**src/rtl/switch_debounce_bank.sv**
```systemverilog
// switch_debounce_bank: multi-channel switch synchroniser and debouncer.
//
// Each of NUM_CH raw switch inputs passes through a two-flop synchroniser and a
// per-channel disagreement counter. A channel's stable level changes only after
// DEBOUNCE_LIMIT consecutive cycles in which the synchronised input differs from it.
// Registered one-cycle press/release pulses and an any-change flag are produced
// alongside the stable level so downstream FSMs need no edge detection.
//
// Optional build macro: SWITCH_DEBOUNCE_BANK_LONG_PRESS_EN
//   When defined, each channel also has a hold counter. o_Long pulses once,
//   LONG_LIMIT cycles after o_Press. When undefined, o_Long is tied to 0.

module switch_debounce_bank #(
  parameter int unsigned NUM_CH         = 4,
  parameter int unsigned DEBOUNCE_LIMIT = 250000,
  parameter int unsigned COUNT_WIDTH    = 18,
  parameter int unsigned LONG_LIMIT     = 25000000,
  parameter int unsigned LONG_WIDTH     = 25
) (
  input  logic              i_Clk,
  input  logic              i_Rst_L,
  input  logic [NUM_CH-1:0] i_Switch,
  output logic [NUM_CH-1:0] o_Switch,
  output logic [NUM_CH-1:0] o_Press,
  output logic [NUM_CH-1:0] o_Release,
  output logic              o_Any_Change,
  output logic [NUM_CH-1:0] o_Long
);

  // ---------------------------------------------------------------------------
  // Elaboration-time parameter checks
  // ---------------------------------------------------------------------------
  if (NUM_CH < 1) begin : g_bad_num_ch
    $error("switch_debounce_bank: NUM_CH must be >= 1");
  end

  if (DEBOUNCE_LIMIT < 2) begin : g_bad_limit
    $error("switch_debounce_bank: DEBOUNCE_LIMIT must be >= 2");
  end

  if (COUNT_WIDTH < 1 ||
      (COUNT_WIDTH < 32 && (DEBOUNCE_LIMIT - 1) >= (32'd1 << COUNT_WIDTH))) begin : g_bad_width
    $error("switch_debounce_bank: COUNT_WIDTH cannot hold DEBOUNCE_LIMIT-1");
  end

  localparam logic [COUNT_WIDTH-1:0] CountMax = COUNT_WIDTH'(DEBOUNCE_LIMIT - 1);

  // ---------------------------------------------------------------------------
  // Registers and next-state wires
  // ---------------------------------------------------------------------------
  logic [NUM_CH-1:0]      r_sync1;
  logic [NUM_CH-1:0]      r_sync2;
  logic [NUM_CH-1:0]      r_state;
  logic [NUM_CH-1:0]      r_press;
  logic [NUM_CH-1:0]      r_release;
  logic                   r_any;
  logic [COUNT_WIDTH-1:0] r_count [NUM_CH];

  logic [NUM_CH-1:0]      w_state_nxt;
  logic [NUM_CH-1:0]      w_rise;
  logic [NUM_CH-1:0]      w_fall;
  logic [COUNT_WIDTH-1:0] w_count_nxt [NUM_CH];

  // Two-flop synchroniser for the asynchronous switch pins
  always_ff @(posedge i_Clk or negedge i_Rst_L) begin
    if (!i_Rst_L) begin
      r_sync1 <= '0;
      r_sync2 <= '0;
    end else begin
      r_sync1 <= i_Switch;
      r_sync2 <= r_sync1;
    end
  end

  // Per-channel debounce decision: count disagreement, flip state at the limit
  always_comb begin
    w_state_nxt = r_state;
    w_rise      = '0;
    w_fall      = '0;
    for (int i = 0; i < int'(NUM_CH); i++) begin
      w_count_nxt[i] = r_count[i];
      if (r_sync2[i] == r_state[i]) begin
        // Any cycle of agreement discards the partial count.
        w_count_nxt[i] = '0;
      end else if (r_count[i] == CountMax) begin
        w_state_nxt[i] = r_sync2[i];
        w_count_nxt[i] = '0;
        w_rise[i]      = r_sync2[i];
        w_fall[i]      = ~r_sync2[i];
      end else begin
        w_count_nxt[i] = r_count[i] + 1'b1;
      end
    end
  end

  // Stable state, counters and registered transition pulses
  always_ff @(posedge i_Clk or negedge i_Rst_L) begin
    if (!i_Rst_L) begin
      r_state   <= '0;
      r_press   <= '0;
      r_release <= '0;
      r_any     <= 1'b0;
      for (int i = 0; i < int'(NUM_CH); i++) begin
        r_count[i] <= '0;
      end
    end else begin
      r_state   <= w_state_nxt;
      r_press   <= w_rise;
      r_release <= w_fall;
      r_any     <= |(w_rise | w_fall);
      for (int i = 0; i < int'(NUM_CH); i++) begin
        r_count[i] <= w_count_nxt[i];
      end
    end
  end

  assign o_Switch     = r_state;
  assign o_Press      = r_press;
  assign o_Release    = r_release;
  assign o_Any_Change = r_any;

`ifdef SWITCH_DEBOUNCE_BANK_LONG_PRESS_EN
  // ---------------------------------------------------------------------------
  // Long-press detection
  // ---------------------------------------------------------------------------
  if (LONG_LIMIT < 2) begin : g_bad_long_limit
    $error("switch_debounce_bank: LONG_LIMIT must be >= 2");
  end

  if (LONG_WIDTH < 1 ||
      (LONG_WIDTH < 32 && (LONG_LIMIT - 1) >= (32'd1 << LONG_WIDTH))) begin : g_bad_long_width
    $error("switch_debounce_bank: LONG_WIDTH cannot hold LONG_LIMIT-1");
  end

  localparam logic [LONG_WIDTH-1:0] HoldMax = LONG_WIDTH'(LONG_LIMIT - 1);

  logic [LONG_WIDTH-1:0] r_hold [NUM_CH];
  logic [NUM_CH-1:0]     r_long_done;
  logic [NUM_CH-1:0]     r_long;

  logic [LONG_WIDTH-1:0] w_hold_nxt [NUM_CH];
  logic [NUM_CH-1:0]     w_long_done_nxt;
  logic [NUM_CH-1:0]     w_long_nxt;

  // Hold counter runs while the stable level is high and saturates at HoldMax;
  // the done flag limits the long pulse to one per press.
  always_comb begin
    w_long_done_nxt = r_long_done;
    w_long_nxt      = '0;
    for (int i = 0; i < int'(NUM_CH); i++) begin
      w_hold_nxt[i] = r_hold[i];
      if (!r_state[i]) begin
        w_hold_nxt[i]      = '0;
        w_long_done_nxt[i] = 1'b0;
      end else if (r_hold[i] == HoldMax) begin
        w_long_nxt[i]      = ~r_long_done[i];
        w_long_done_nxt[i] = 1'b1;
      end else begin
        w_hold_nxt[i] = r_hold[i] + 1'b1;
      end
    end
  end

  // Long-press state registers
  always_ff @(posedge i_Clk or negedge i_Rst_L) begin
    if (!i_Rst_L) begin
      r_long_done <= '0;
      r_long      <= '0;
      for (int i = 0; i < int'(NUM_CH); i++) begin
        r_hold[i] <= '0;
      end
    end else begin
      r_long_done <= w_long_done_nxt;
      r_long      <= w_long_nxt;
      for (int i = 0; i < int'(NUM_CH); i++) begin
        r_hold[i] <= w_hold_nxt[i];
      end
    end
  end

  assign o_Long = r_long;
`else
  // Long-press parameters are kept in the parameter list so both builds share one
  // instantiation; they have no effect here.
  if (LONG_LIMIT == 0 && LONG_WIDTH == 0) begin : g_long_unused
  end

  assign o_Long = '0;
`endif

endmodule

```
**config.mk**
```make
export PLATFORM = sky130hd
export DESIGN_NAME = switch_debounce_bank
export DESIGN_NICKNAME = d
export VERILOG_FILES = /design/src/rtl/switch_debounce_bank.sv
export SDC_FILE = /design/constraint.sdc
export NUM_CORES = 1
export LEC_CHECK = 0
export ABC_AREA = 1
export BUFFER_PORTS_ARGS = -buffer_cell sky130_fd_sc_hd__buf_2
export CAP_MARGIN = 20
export CORE_UTILIZATION = 55
export DETAILED_ROUTE_END_ITERATION = 6
export PLACE_DENSITY = 0.74
export REMOVE_ABC_BUFFERS = 1
export SLEW_MARGIN = 20
export SYNTH_ARGS = -nofsm -noshare
export SYNTH_HDL_FRONTEND = slang
export SYNTH_SLANG_ARGS = --single-unit
```
**constraint.sdc**
```tcl
create_clock -name i_Clk -period 1.45 [get_ports i_Clk]
set_clock_uncertainty 0.1 [all_clocks]
set_input_delay 0.145 -clock i_Clk [delete_from_list [all_inputs] [get_ports i_Clk]]
set_output_delay 0.145 -clock i_Clk [all_outputs]
set_load 0.005 [all_outputs]
```
==> impl_summary.txt, run 1 <==
----------------------------------------------------
[Outcome]
  Outcome ... complete, but fails checks
  Failing checks ... negative setup slack

[Placement]
  Detailed-placement wirelength estimate ... 7.12 mm
  Area post-placement ... between 0.005 and 0.006 mm²
  Placer's final routability congestion estimate ... between 0.8 and 0.9
  Number of buffers inserted by port buffering ... 18

[Floorplan]
  Placement row count ... 33
  Die Outline Area ... 0.00925 mm²
  Die Ht ... a little under 100 µm
  Top-Level Pins ... 23
  Core Area ... approximately 0.0084 mm²
  Initial core utilization ... 58.2%
  Die Width ... between 90 and 100 µm

[Setup path]
  Critical path fanouts, max ... 7
  Classification of the worst setup path ... register to register
  CP Capture Point ... r_count[44]$_DFF_PN0_
  Worst reg2reg endpoint ... r_count[44]$_DFF_PN0_
  CP Launch Type ... register
  Reg2Reg Depth ... 9
  Crit Reg-Reg Startpoint ... r_count[37]$_DFF_PN0_
  Required @ worst endpoint ... roughly 1600 ps
  Source of the critical timing path ... r_count[37]$_DFF_PN0_
  Signal arrival time at the worst endpoint ... between 1500 and 2000 ps
  R2R setup slack ... -120 ps
  Critical path capture point type ... register

[Cells and area]
  Relative area change from synthesis to final layout ... 31.8%
  Most common cell after layout, fill and taps aside ... sky130_fd_sc_hd__nor2_1
  Area of all placed cells without fillers ... roughly 0.0064 mm²
  Filler Cells Inserted ... around 550
  Final nets ... slightly above 700
  Diodes inserted ... 0
  Final Util ... roughly three quarters
  Leading cell types in the layout, fill and taps excluded ... sky130_fd_sc_hd__nor2_1 (93), sky130_fd_sc_hd__nand2_1 (86), sky130_fd_sc_hd__dfrtp_1 (84), sky130_fd_sc_hd__inv_1 (77), sky130_fd_sc_hd__buf_4 (50)
  Fraction of final layout cells with drive strength greater than 1 ... between 30% and 40%

[Clock network]
  Clock tree root buffer cell ... sky130_fd_sc_hd__clkbuf_8
  Clock slew seen by the registers of the worst setup and hold paths ... 90 ps
  Number of buffers between clock root and the deepest sink ... 2
  Number of levels the H-tree was split into ... 3
  TritonCTS clock tree ... done
  Number of buffers created by CTS ... 9
  Number of clock sinks ... between 90 and 100
  Clk_lat worst skew ... about 370 ps

[Pwr]
  Cell-internal power ... between 3 and 4 mW
  Proportion of power drawn by combinational gates ... about 7%
  Leakage power ... roughly 2.8 nW
  Ratio of total power to cell area ... around 750 mW/mm²
  Switch share ... 24.0%
  Clock Power Share ... 37.7%
  Register share of total power ... between 50% and 60%
  Switching power of the nets ... 1.16 mW
  IR Drop Worst-Case VDD ... roughly 0.70 mV

[Yosys]
  Most common flop cell mapped by yosys ... sky130_fd_sc_hd__dfrtp_1
  Async set-or-reset flop fraction in the synthesized netlist ... between 90% and 100%
  Count of flip-flops with a built-in enable after synthesis ... 0
  Share of synthesized area occupied by flip-flops and latches ... 47.7%
  Post-synth design cell area ... roughly 0.005 mm²
  Number of distinct standard cells referenced by the synthesized netlist ... 32
  Mean cell area of the mapped netlist ... between 7 and 8 µm²
  Gate Count Post-Synth ... about 620
  Yosys warnings ... 0
  Synthesized flop and latch total ... a little over 90

[STA]
  Final critical path time including I/O delays and setup ... between 1500 and 2000 ps
  Max Fclk ... 636 MHz
  RSZ-0062 raised after global routing ... true
  Tcrit/Tclk final ... 109%
  Final setup margin ... -123 ps
  Count of final setup violators ... just over 40
  Final Hold Fails ... 0
  Final Max Tran Viols ... 0

[Drt]
  Wire length reported by the detailed router ... approximately 12 mm
  Drt drc ... 0
  DRT Pass-1 Iters ... 4
  Number of nets with antenna violations after detailed routing ... 0
  Via density per instance ... 5.30
  Detail-routed net length per standard cell ... around 14 µm
  Via count of the routed design ... about 4300
  Number of design-rule violations left by the first detailed-router iteration ... 167

[GRT]
  Global-route wire length before repair ... between 15 and 20 mm
  Number of global-route vias before repair ... just under 4000
  Largest net degree at the start of global routing ... 41
  Antenna violations before repair ... 0
  GR Overflow Total ... 0
  GRT Total Usage ... 24.9%

[Flow run]
  Reported max-cap violation count ... 0

[Worst hold path]
  Worst min path class ... primary input to async pin

----------------------------------------------------
-- power groups by stage --
stage	combinational, mW	sequential, mW	clock (mW)
6_report	0.332	2.68	1.82
5_1_grt	0.367	2.68	1.96
3_5_place_dp	0.221	2.71	0
2_1_floorplan	0.0898	2.70	0
3_3_place_gp	0.211	2.71	0
4_1_cts	0.254	2.66	1.85
-- kinds of logic after synthesis --
family / Yosys count / share of synthesized area, %
and+or+nand+nor: 372 / 36.0
DFF: 93 / 47.7
buffers and inverters: 96 / 7.77
xor gates and xnor gates: 25 / 4.49
AOI/OAI and AO/OA: 25 / 2.90
other: 1 / 0.0769
adders and majority gates: 4 / 1.03
-- flip-flops by register name, indices dropped and copies added (netlist names) --
| signal | flops |
|---|---|
| o_Switch | 4 |
| o_Any_Change | 1 |
| o_Release | 4 |
| r_sync2 | 4 |
| r_sync1 | 4 |
| o_Press | 4 |
| r_count | 72 |
-- how the worst min path moves through the flow --
stage | from | end | slack, ps | cells past startpoint
4_1_cts | i_Rst_L | r_count[57]$_DFF_PN0_ | 70 | 2
3_3_place_gp | i_Rst_L | r_count[56]$_DFF_PN0_ | -80 | 1
2_1_floorplan | i_Rst_L | o_Any_Change$_DFF_PN0_ | -250 | 0
6_report | i_Rst_L | r_count[57]$_DFF_PN0_ | 70 | 2
5_1_grt | i_Rst_L | r_count[57]$_DFF_PN0_ | 90 | 2
3_5_place_dp | i_Rst_L | r_count[56]$_DFF_PN0_ | -80 | 1
-- per-stage QoR --
stage | hold slack [ps] | total power, mW | TNS, ps | instances | setup slack, ps
3_5_place_dp | -77.0 | 2.93 | -810 | 768 | -57.4
3_3_place_gp | -79.5 | 2.92 | -53.8 | 768 | -20.1
6_report | 71.1 | 4.82 | -2760 | 819 | -123
4_1_cts | 68.9 | 4.76 | -504 | 798 | -33.1
2_1_floorplan | -251 | 2.79 | 0 | 612 | 24.3
5_1_grt | 90.8 | 5.01 | -6900 | 819 | -178
-- routing by layer --
metal	GRT usage, %	share of wire, %	routed length, µm	vias up
li1	-	-	-	2110
met1	32.3	43	5020	2089
met2	40.8	50	5790	110
met3	5.29	4.3	493	28
met4	9.08	2.1	242	0
met5	0	0	0	-
-- Yosys cell counts, types with 2 or more instances --
cell / instances / share of area [%]
sky130_fd_sc_hd__a21oi_1: 10 / 1.0
sky130_fd_sc_hd__buf_2: 3 / 0.31
sky130_fd_sc_hd__buf_4: 4 / 0.62
sky130_fd_sc_hd__dfrtp_1: 93 / 48
sky130_fd_sc_hd__ha_1: 4 / 1.0
sky130_fd_sc_hd__inv_1: 83 / 6.4
sky130_fd_sc_hd__inv_2: 6 / 0.46
sky130_fd_sc_hd__nand2_1: 103 / 7.9
sky130_fd_sc_hd__nand2_2: 11 / 1.4
sky130_fd_sc_hd__nand3_1: 33 / 3.4
sky130_fd_sc_hd__nand3_2: 4 / 0.82
sky130_fd_sc_hd__nand3b_1: 4 / 0.62
sky130_fd_sc_hd__nand4_1: 16 / 2.1
sky130_fd_sc_hd__nor2_1: 134 / 10
sky130_fd_sc_hd__nor2_2: 15 / 1.9
sky130_fd_sc_hd__nor2_4: 9 / 2.1
sky130_fd_sc_hd__nor3_1: 30 / 3.1
sky130_fd_sc_hd__nor3_2: 6 / 1.2
sky130_fd_sc_hd__nor3b_1: 3 / 0.46
sky130_fd_sc_hd__nor4_1: 2 / 0.26
sky130_fd_sc_hd__o21ai_0: 9 / 0.92
sky130_fd_sc_hd__xnor2_1: 4 / 0.72
sky130_fd_sc_hd__xor2_1: 21 / 3.8
-- worst max-delay path, cell delays in order (launching register included) --
cell and delay [ps]:
sky130_fd_sc_hd__dfrtp_1 440, sky130_fd_sc_hd__ha_4 180, sky130_fd_sc_hd__nand2_4 70, sky130_fd_sc_hd__nor2_4 130
sky130_fd_sc_hd__inv_2 50, sky130_fd_sc_hd__nor2_2 80, sky130_fd_sc_hd__nand2_2 100, sky130_fd_sc_hd__nand2_4 130
sky130_fd_sc_hd__buf_12 150, sky130_fd_sc_hd__nor3_2 40
-- repair_timing --
item	4_1_cts	5_1_grt
gates cloned	1	0
setup buffers	8	21
pin swaps	26	57
hold buffers	5	0
resized for setup	34	139
hold endpoints to repair	97	0
endpoints found under the setup margin	35	71
-- layout make-up --
type                    count  area (µm²)  share of cell area [%]
clock inverters             3        43.8                   0.681
flip-flops and latches     93        2340                    36.4
clock buffers              13         159                    2.47
inverters                  89         344                    5.35
multi-input cells         431        2740                    42.6
well taps                 105         131                    2.04
repair buffers             85         674                    10.5
(Power assumes the default switching activity.)
==> run 2: changes to the inputs <==
--- a/config.mk
+++ b/config.mk
@@ -10,7 +10,7 @@
 export CAP_MARGIN = 20
 export CORE_UTILIZATION = 55
 export DETAILED_ROUTE_END_ITERATION = 6
-export PLACE_DENSITY = 0.74
+export PLACE_DENSITY = 0.87
 export REMOVE_ABC_BUFFERS = 1
 export SLEW_MARGIN = 20
 export SYNTH_ARGS = -nofsm -noshare
==> impl_summary.txt, run 2 (synthesized netlist as in run 1, its figures left out) <==
----------------------------------------------------
[STA]
  RSZ-0062 raised after global routing ... true
  Tcrit/Tclk final ... 112%
  Final critical path time including I/O delays and setup ... 1630 ps
  Worst hold margin ... ~180 ps
  Final setup margin ... -178 ps
  Max Fclk ... about 600 MHz
  Count of final setup violators ... 57
  Final Hold Fails ... 0
  Final Max Tran Viols ... 0

[Floorplan]
  Die Width ... a little under 100 µm
  Placement row count ... 33
  Initial core utilization ... between 50 and 60%
  Core Area ... roughly 0.0084 mm²
  Top-Level Pins ... 23
  Die Ht ... between 90 and 100 µm
  Die Outline Area ... between 0.009 and 0.01 mm²

[Setup path]
  Required @ worst endpoint ... 1610 ps
  Critical path capture point type ... register
  Critical path fanouts, max ... 5
  Cell Chain, Critical Path ... inv_1, nand2_1, nor2_2, nand3_4, o22ai_4, buf_6, nor2_2
  Bufs and invs on worst path ... 2
  Cell with the biggest individual delay on the critical path ... sky130_fd_sc_hd__dfrtp_2
  Maximum single-stage delay on the critical path ... roughly 460 ps
  Classification of the worst setup path ... register to register
  Crit-path most repeated cell ... sky130_fd_sc_hd__nor2_2
  Kind of cell with the highest combined delay on the critical path ... flip-flops
  CP Launch Type ... register
  Signal arrival time at the worst endpoint ... 1790 ps

[Drt]
  Drt drc ... 0
  DRT Pass-1 Iters ... 5
  Via density per instance ... 5.78
  Detail-routed net length per standard cell ... about 17 µm
  Via count of the routed design ... ~4700
  Number of nets with antenna violations after detailed routing ... 0
  Wire length reported by the detailed router ... roughly 14 mm
  Number of design-rule violations left by the first detailed-router iteration ... ~360

[Placement]
  Placed Cells ... 772
  Number of buffers inserted by port buffering ... 18
  DP Worst Slack ... -110 ps
  Detailed-placement wirelength estimate ... between 7 and 8 mm
  Placer's final routability congestion estimate ... around 0.9

[GRT]
  Antenna violations before repair ... 0
  GRT Total Usage ... about a quarter
  Global-route wire length before repair ... between 15 and 20 mm
  Largest net degree at the start of global routing ... 63
  Number of global-route vias before repair ... between 4000 and 5000
  M1 GR Usage ... 31.6%
  Global routing usage on met2 ... between 40% and 50%
  GR Overflow Total ... 0
  Peak-usage layer in the global routing report ... met2
  GR Layer Usage met3 ... under 10%

[Pwr]
  IR Drop Worst-Case VDD ... 0.426 mV
  Total chip power ... 4.72 mW
  Ratio of total power to cell area ... between 700 and 800 mW/mm²
  Leakage power ... 2.83 nW

[Clock network]
  Clock slew seen by the registers of the worst setup and hold paths ... 90 ps
  Number of levels the H-tree was split into ... 3
  Clk_lat worst skew ... roughly 360 ps
  Number of buffers between clock root and the deepest sink ... 2
  TritonCTS clock tree ... done
  Number of buffers created by CTS ... 9
  Number of clock sinks ... between 90 and 100
  Clock tree root buffer cell ... sky130_fd_sc_hd__clkbuf_8

[Worst hold path]
  Worst min path class ... primary input to async pin

[Cells and area]
  Diodes inserted ... 0
  Number of flip-flops in the largest register ... about 70
  Final Util ... 76.8%
  Relative area change from synthesis to final layout ... 31.9%
  Reg with most FFs ... r_count
  Most common cell after layout, fill and taps aside ... sky130_fd_sc_hd__nor2_1
  Final nets ... roughly 720
  Filler Cells Inserted ... about 480
  Leading cell types in the layout, fill and taps excluded ... sky130_fd_sc_hd__nor2_1 (92), sky130_fd_sc_hd__nand2_1 (90), sky130_fd_sc_hd__dfrtp_1 (82), sky130_fd_sc_hd__inv_1 (77), sky130_fd_sc_hd__buf_4 (51)
  Cell Count, Final, Fillers Out ... 818
  Fraction of final layout cells with drive strength greater than 1 ... between 30 and 40%

[Flow run]
  Reported max-cap violation count ... 0

[Outcome]
  Outcome ... complete, but fails checks
  Failing checks ... negative setup slack

----------------------------------------------------
run 2: cell count changes in the layout (fill, tap and decap cells not counted), sizes merged:
cell and change:
buf -2, inv -1, nand2 +1, clkinv +2
clkbuf -1
run 2: tightest hold or removal path: cells and delay by family:
kind	cells	cell delay, ps
buf+inv	3	860
run 2: timing repair:
action,CTS,global route
resized for setup,25,151
hold buffers,5,0
setup endpoints to repair,43,69
pin swaps,13,41
gates cloned,2,0
setup buffers,4,19
hold endpoints to repair,97,0
run 2: final timing paths:
path                                 startpoint                     to  slack (ps)  cells past startpoint
setup / recovery           r_count[9]$_DFF_PN0_   r_count[3]$_DFF_PN0_        -180                      7
hold / removal                          i_Rst_L   r_count[3]$_DFF_PN0_         180                      3
setup reg to reg           r_count[9]$_DFF_PN0_   r_count[3]$_DFF_PN0_        -180                      7
hold reg to reg            r_sync1[1]$_DFF_PN0_   r_sync2[1]$_DFF_PN0_         260                      0
max in group asynchronous               i_Rst_L  r_count[26]$_DFF_PN0_         720                      3
min in group i_Clk         r_sync1[1]$_DFF_PN0_   r_sync2[1]$_DFF_PN0_         260                      0
run 2: layer usage:
metal / share of wire, % / up-vias
met4: 4.0 / 0
met2: 50 / 275
met3: 7.3 / 61
li1: - / 2106
met1: 38 / 2282
met5: 0 / -
run 2: metrics by stage:
step	instance area (µm²)	TNS, ps
floorplan	4840	0
global placement	5370	-106
detailed placement	5370	-1260
CTS	5720	-568
global route	6440	-8310
finish	6440	-4330
run 2: final cells by class:
| type | count | area, µm² | share of cell area, % |
|---|---|---|---|
| Multi-Input combinational cell | 432 | 2790 | 43.3 |
| Sequential cell | 93 | 2340 | 36.4 |
| Timing Repair Buffer | 83 | 648 | 10.1 |
| Inverter | 89 | 344 | 5.35 |
| Clock buffer | 12 | 135 | 2.10 |
| Tap cell | 105 | 131 | 2.04 |
| Clock inverter | 4 | 48.8 | 0.758 |
run 2: power breakdown:
group	switching (mW)	total, mW	internal (mW)
Clock	0.923	1.72	0.799
Sequential	0.0422	2.67	2.63
Combinational	0.197	0.324	0.127
